[config.mk]
export PLATFORM = sky130hd
export DESIGN_NAME = uart_fifo_ctrl
export DESIGN_NICKNAME = d
export VERILOG_FILES = /design/src/rtl/uart_fifo_pkg.sv /design/src/rtl/uart_fifo_ram.sv /design/src/rtl/uart_fifo_ctrl.sv
export SDC_FILE = /design/constraint.sdc
export NUM_CORES = 2
export LEC_CHECK = 0
export ABC_AREA = 1
export CORE_UTILIZATION = 63
export DETAILED_ROUTE_END_ITERATION = 12
export GPL_TIMING_DRIVEN = 1
export MAX_ROUTING_LAYER = met4
export PLACE_DENSITY_LB_ADDON = 0.05
export SLEW_MARGIN = 20
export SYNTH_ARGS = -nofsm -noshare
export SYNTH_HDL_FRONTEND = slang
export SYNTH_SLANG_ARGS = --single-unit
[constraint.sdc]
create_clock -name clk -period 3.65 [get_ports clk]
set_input_delay 0.73 -clock clk [delete_from_list [all_inputs] [get_ports clk]]
set_output_delay 0.73 -clock clk [all_outputs]
set_load 0.05 [all_outputs]
[src/rtl/uart_fifo_pkg.sv]
// rtl/uart_fifo_pkg.sv - shared state encoding and default command codes for uart_fifo_ctrl
package uart_fifo_pkg;

    typedef enum logic [2:0] {
        IDLE   = 3'd0,
        WR     = 3'd1,
        RD_REQ = 3'd2,
        RD_OUT = 3'd3,
        DONE   = 3'd4
    } state_e;

    localparam logic [7:0]  CMD_WR      = 8'h01;
    localparam logic [7:0]  CMD_RD      = 8'h02;
    localparam logic [7:0]  CMD_CLR     = 8'h03;
    localparam int unsigned TIMEOUT_CYC = 1_000_000;

endpackage

[src/rtl/uart_fifo_ram.sv]
// rtl/uart_fifo_ram.sv - DEPTHx8 simple dual-port RAM, synchronous write, registered 1-cycle read
module uart_fifo_ram #(
    parameter  int unsigned DEPTH = 256,
    localparam int unsigned AW    = $clog2(DEPTH)
) (
    input  logic          clk,
    input  logic          we_i,
    input  logic [AW-1:0] waddr_i,
    input  logic [7:0]    wdata_i,
    input  logic          re_i,
    input  logic [AW-1:0] raddr_i,
    output logic [7:0]    rdata_o
);

    logic [7:0] mem_q [DEPTH];
    logic [7:0] rdata_q;

    // Write port: store the byte at the write address.
    always_ff @(posedge clk) begin
        if (we_i) begin
            mem_q[waddr_i] <= wdata_i;
        end
    end

    // Read port: data only updates on a read request, so it stays stable while the consumer stalls.
    always_ff @(posedge clk) begin
        if (re_i) begin
            rdata_q <= mem_q[raddr_i];
        end
    end

    assign rdata_o = rdata_q;

endmodule

[src/rtl/uart_fifo_ctrl.sv]
// rtl/uart_fifo_ctrl.sv - UART command executor with byte FIFO; optional WR timeout under UART_FIFO_TIMEOUT_EN
module uart_fifo_ctrl #(
    parameter  int unsigned DEPTH       = 256,
    parameter  logic [7:0]  CMD_WR      = uart_fifo_pkg::CMD_WR,
    parameter  logic [7:0]  CMD_RD      = uart_fifo_pkg::CMD_RD,
    parameter  logic [7:0]  CMD_CLR     = uart_fifo_pkg::CMD_CLR,
`ifdef UART_FIFO_TIMEOUT_EN
    parameter  int unsigned TIMEOUT_CYC = uart_fifo_pkg::TIMEOUT_CYC,
`endif
    localparam int unsigned AW          = $clog2(DEPTH)
) (
    input  logic          clk,
    input  logic          rst,
    input  logic [7:0]    cmd,
    input  logic [15:0]   rx_cnt,
    input  logic          rok,
    input  logic [7:0]    mosi,
    input  logic          tx_ready,
    output logic [7:0]    tx_data,
    output logic          tx_valid,
    output logic          fifo_busy,
    output logic          fifo_done,
    output logic [AW:0]   level,
    output logic          err
);

    import uart_fifo_pkg::*;

    localparam logic [AW:0] PTR_ONE = {{AW{1'b0}}, 1'b1};

    state_e      state_q, state_d;
    logic [15:0] len_q, len_d;
    logic [15:0] bcnt_q, bcnt_d;
    logic [AW:0] wr_ptr_q, wr_ptr_d;
    logic [AW:0] rd_ptr_q, rd_ptr_d;
    logic        err_q, err_d;
    logic        ram_we, ram_re;
    logic [7:0]  ram_rdata;
    logic        full, empty;

`ifdef UART_FIFO_TIMEOUT_EN
    localparam int unsigned TW = $clog2(TIMEOUT_CYC + 1);
    logic [TW-1:0] idle_q, idle_d;
`endif

    assign full  = (wr_ptr_q[AW] != rd_ptr_q[AW]) && (wr_ptr_q[AW-1:0] == rd_ptr_q[AW-1:0]);
    assign empty = (wr_ptr_q == rd_ptr_q);

    uart_fifo_ram #(.DEPTH(DEPTH)) u_ram (
        .clk     (clk),
        .we_i    (ram_we),
        .waddr_i (wr_ptr_q[AW-1:0]),
        .wdata_i (mosi),
        .re_i    (ram_re),
        .raddr_i (rd_ptr_q[AW-1:0]),
        .rdata_o (ram_rdata)
    );

    // Next-state and datapath control for the command FSM.
    always_comb begin
        state_d  = state_q;
        len_d    = len_q;
        bcnt_d   = bcnt_q;
        wr_ptr_d = wr_ptr_q;
        rd_ptr_d = rd_ptr_q;
        err_d    = err_q;
        ram_we   = 1'b0;
        ram_re   = 1'b0;
`ifdef UART_FIFO_TIMEOUT_EN
        idle_d   = (state_q != WR || rok) ? {{(TW-1){1'b0}}, 1'b1} : idle_q + 1'b1;
`endif
        case (state_q)
            IDLE: begin
                if (cmd != 8'h00) begin
                    len_d  = rx_cnt;
                    bcnt_d = 16'd0;
                    if (cmd == CMD_WR) begin
                        state_d = WR;
                    end else if (cmd == CMD_RD) begin
                        state_d = RD_REQ;
                    end else begin
                        // CLR and unknown codes pass through RD_REQ with a zero count, giving
                        // the parser the same two busy cycles before the done pulse.
                        len_d   = 16'd0;
                        state_d = RD_REQ;
                        if (cmd == CMD_CLR) begin
                            wr_ptr_d = '0;
                            rd_ptr_d = '0;
                            err_d    = 1'b0;
                        end else begin
                            err_d    = 1'b1;
                        end
                    end
                end
            end
            WR: begin
                if (bcnt_q == len_q) begin
                    state_d = DONE;
                end else if (rok) begin
                    if (full) begin
                        err_d = 1'b1;
                    end else begin
                        ram_we   = 1'b1;
                        wr_ptr_d = wr_ptr_q + PTR_ONE;
                    end
                    bcnt_d = bcnt_q + 16'd1;
                    if (bcnt_q + 16'd1 == len_q) begin
                        state_d = DONE;
                    end
                end
`ifdef UART_FIFO_TIMEOUT_EN
                else if (idle_q == TW'(TIMEOUT_CYC - 1)) begin
                    err_d   = 1'b1;
                    state_d = DONE;
                end
`endif
            end
            RD_REQ: begin
                if (bcnt_q == len_q) begin
                    state_d = DONE;
                end else if (empty) begin
                    err_d   = 1'b1;
                    state_d = DONE;
                end else begin
                    ram_re  = 1'b1;
                    state_d = RD_OUT;
                end
            end
            RD_OUT: begin
                if (tx_ready) begin
                    rd_ptr_d = rd_ptr_q + PTR_ONE;
                    bcnt_d   = bcnt_q + 16'd1;
                    state_d  = RD_REQ;
                end
            end
            DONE: begin
                state_d = IDLE;
            end
            default: begin
                state_d = IDLE;
            end
        endcase
    end

    // State, pointer and counter registers with synchronous reset.
    always_ff @(posedge clk) begin
        if (rst) begin
            state_q  <= IDLE;
            len_q    <= 16'd0;
            bcnt_q   <= 16'd0;
            wr_ptr_q <= '0;
            rd_ptr_q <= '0;
            err_q    <= 1'b0;
        end else begin
            state_q  <= state_d;
            len_q    <= len_d;
            bcnt_q   <= bcnt_d;
            wr_ptr_q <= wr_ptr_d;
            rd_ptr_q <= rd_ptr_d;
            err_q    <= err_d;
        end
    end

`ifdef UART_FIFO_TIMEOUT_EN
    // Cycles since the last received byte while in WR.
    always_ff @(posedge clk) begin
        if (rst) begin
            idle_q <= '0;
        end else begin
            idle_q <= idle_d;
        end
    end
`endif

    assign tx_valid  = (state_q == RD_OUT);
    assign tx_data   = tx_valid ? ram_rdata : 8'h00;
    assign fifo_busy = (state_q != IDLE);
    assign fifo_done = (state_q == DONE);
    assign level     = wr_ptr_q - rd_ptr_q;
    assign err       = err_q;

endmodule

==> impl_metrics.py <==
metrics = {
    "timing": {
        "post-route-period-util_pct": 102,
        "maxSlewHeadroom_pct": 24.7,
        "setup_viol": 2,
        "maxSlewViolCount": 0,
        "rsz0062_at_grt": "yes",
        "tns_ns": -0.108,
        "worst_pin_slew_ns": 1.13,
        "hold_violations": 0,
        "fin_skew_ns": 0.0284,
        "fin_crit_ns": 3.73,
        "fmaxAchievable_mhz": 268,
        "postLayoutSetupSlackWorst_ns": -0.0788,
    },
    "power": {
        "power_frac_comb_pct": 2.4,
        "switching_power_w": 0.00987,
        "power_w": 0.0486,
        "p_leak_nw": 32.9,
        "internal-power_w": 0.0387,
        "switching_share_pct": 20.3,
        "seq_power_share_pct": 54.8,
        "power_density_nw_per_um2": 500,
        "power_frac_clock_pct": 42.8,
        "ir_drop_uv": 400,
    },
    "finish": {
        "fin_util_pct": 71.7,
        "nets": 7397,
        "syn_to_final_growth_pct": 12.8,
        "drive_above_1_share_pct": 10.4,
        "fin_cells": 9306,
        "fin_area_sq_um": 97200,
    },
    "drt": {
        "via_per_inst": 6.27,
        "wire_per_inst_um": 25.0,
        "routed_wl_um": 233000,
        "num_vias": 58347,
        "drc": 0,
        "antenna_left": 0,
        "dr.pass1.iters": 6,
        "drt-initial-drc-count": 8222,
    },
    "critical_path": {
        "worst_ep_arrival_time_ns": 3.00,
        "crit_fanout": 5,
        "rr_worst_depth": 13,
        "critPathLaunch": "wr_ptr_q[0]",
        "worstReg2RegStart": "rd_ptr_q[7]",
        "rrSetupSlack_ns": 0.12,
        "required_ns": 2.92,
        "worstSetupEndpoint": "level[8]",
        "end_kind": "primary output",
        "reg2reg_to": "u_ram.mem_q[172][2]",
        "criticalPathCategory": "flop to primary output",
        "cp-start-kind": "flop",
    },
    "floorplan": {
        "die_y_um": 372,
        "rows": 135,
        "io_pins": 57,
        "core-area_sq_um": 136000,
        "die_area_sq_um": 138000,
        "dieWidth_um": 372,
        "initial_core_util_pct": 63.6,
    },
    "placement": {
        "hpwl_um": 136000,
        "placed_cells": 8918,
        "placedInstanceArea_sq_um": 90600,
        "portBuffers": 56,
        "routabilityCongestion": 0.942,
    },
    "cts": {
        "cts_tree": "built",
        "ctsLongestPathBuffers": 3,
        "cts_root_buf": "clkbuf_16",
        "cts-buffers-inserted": 205,
        "clk_latency_ns": 0.85,
        "htree_num_levels": 4,
        "cts_sinks": 2110,
        "hold_buffers": 0,
        "clkTransAtPathRegs_ns": 0.06,
    },
    "global_routing": {
        "gr-total-overflow": 0,
        "track_usage_pct": 34.8,
        "use_met2_pct": 51.9,
        "grt_pass1_vias": 54992,
        "antenna_found_initial": 5,
        "busiest_layer": "met2",
        "use_met1_pct": 48.4,
        "grt_max_degree": 166,
        "gr-usage-met3_pct": 6.61,
        "grt_pass1_wl_um": 343000,
    },
    "synthesis": {
        "ys_ff_latch": 2110,
        "synth_cell_types": 49,
        "synth.avg_cell_area_sq_um": 12.0,
        "syn_area_sq_um": 86200,
        "synth_fp_nets": 7218,
        "ys.flop_type": "edfxtp_1",
        "synth_area_leaders": "edfxtp_1, nor2_1, o21ai_0",
        "yosys.area.top_type": "edfxtp_1",
        "async_flop_share_pct": 0,
        "synth_top_area_share_pct": 71.6,
        "yosysWarnings": 0,
        "synth_seq_area_share_pct": 72.9,
        "netlist_instances": 7167,
        "synth_edf_count": 2056,
    },
    "hold_path": {
        "holdCritPathClass": "input port to flop",
        "hp-start": "mosi[6]",
    },
    "outcome": {
        "violations": "negative setup slack",
        "status": "finished, violations left",
    },
    "run": {
        "cap_violations": 0,
    },
}
## flip-flops by register name, summed over array words and instances (netlist names)
name and flops:
state_q 3, bcnt_q 16, err 1, rd_ptr_q 9
u_ram.mem_q 2048, len_q 16, u_ram.rdata_o 8, wr_ptr_q 9
## timing repair
item | CTS | global route
pin swaps | 3 | 2
buffers inserted | 2 | 0
gates resized for setup | 16 | 12
endpoints found under the setup margin | 43 | 356
## worst max-delay path, stage by stage, from the launching register on
cell	delay, ns
dfxtp_2	0.37
inv_1	0.11
ha_1	0.23
fa_1	0.44
o21ai_4	0.20
a21oi_1	0.10
o21ai_0	0.13
xor2_1	0.40
buf_12	0.19
## worst min path at each step
stage	slack (ns)	end	cells past startpoint
CTS	0.29	u_ram.mem_q[107][6]	1
finish	0.30	u_ram.mem_q[107][6]	1
detailed placement	0.44	err	2
floorplan	0.45	len_q[10]	2
global placement	0.45	err	2
global route	0.31	u_ram.mem_q[107][6]	1
## synth_stat cells (all sizes together) (14+ instances only)
cell and instances:
a21oi 146, buf 237, clkbuf 241, dfxtp 54
edfxtp 2056, ha 14, inv 143, nand2 598
nand3 323, nor2 1723, nor3 17, o211ai 250
o21ai 1130, o22ai 140, xor2 35
## routing by layer
layer / vias up / wire, um
met5: - / 0
met4: 0 / 7920
met3: 497 / 24900
met2: 3279 / 107000
met1: 28454 / 92500
li1: 26117 / -
## cells by family (layout without fill, tap and decap cells)
group	Yosys count	count (layout)	synth area share [%]
simple gates	2697	2697	12.6
flops	2110	2110	72.9
compound gates	1680	1680	10.7
buf+inv	625	977	3.19
xor+xnor	40	40	0.415
fa+ha+maj	15	15	0.226
other cells	0	6	0
## per-stage QoR
step	hold WS (ns)	worst slack, ns
floorplan	0.452	0.151
global placement	0.448	-0.120
detailed placement	0.443	-0.184
CTS	0.288	-0.221
global route	0.309	-0.149
finish	0.303	-0.0788
## layout by cell type (no fill, tap or decap), types with 4 or more instances in the layout
cell,n
nand2_1,582
xnor2_1,5
clkdlybuf4s50_1,32
clkinv_8,6
inv_2,7
nor2_1,1693
dfxtp_1,49
nor2_4,15
buf_8,8
inv_1,131
ha_1,13
clkinvlp_4,4
nand2_4,4
diode_2,6
nand3_2,8
o21ai_0,1126
nand3_1,315
o211ai_1,250
buf_12,54
o22ai_1,140
xor2_1,32
nor2_2,15
a21oi_1,144
nor3_1,15
buf_4,348
clkbuf_16,210
clkinv_2,31
nand3b_1,5
dlygate4sd2_1,8
bufinv_16,18
nand4_1,10
or2_2,13
nand2_2,11
inv_16,4
o221ai_1,6
clkinv_1,52
clkbuf_1,52
edfxtp_1,2056
## power by group through the flow
stage | registers, W | clock network [W] | logic (W)
finish | 0.0266 | 0.0208 | 0.00118
global route | 0.0266 | 0.0219 | 0.00126
CTS | 0.0266 | 0.0209 | 0.00117
detailed placement | 0.0271 | 0 | 0.00116
global placement | 0.0271 | 0 | 0.00114
floorplan | 0.0271 | 0 | 0.000455
## layout make-up
| class | instances | area (sq um) |
|---|---|---|
| diodes | 6 | 15.0 |
| clock buffers | 264 | 5480 |
| clock inverters | 116 | 1110 |
| fillers | 9254 | 38400 |
| inverters | 147 | 588 |
| multi-input cells | 4432 | 20800 |
| flip-flops and latches | 2110 | 62800 |
| well taps | 1781 | 2230 |
| repair buffers | 450 | 4200 |
No activity file was read; power rests on OpenSTA's default activity.
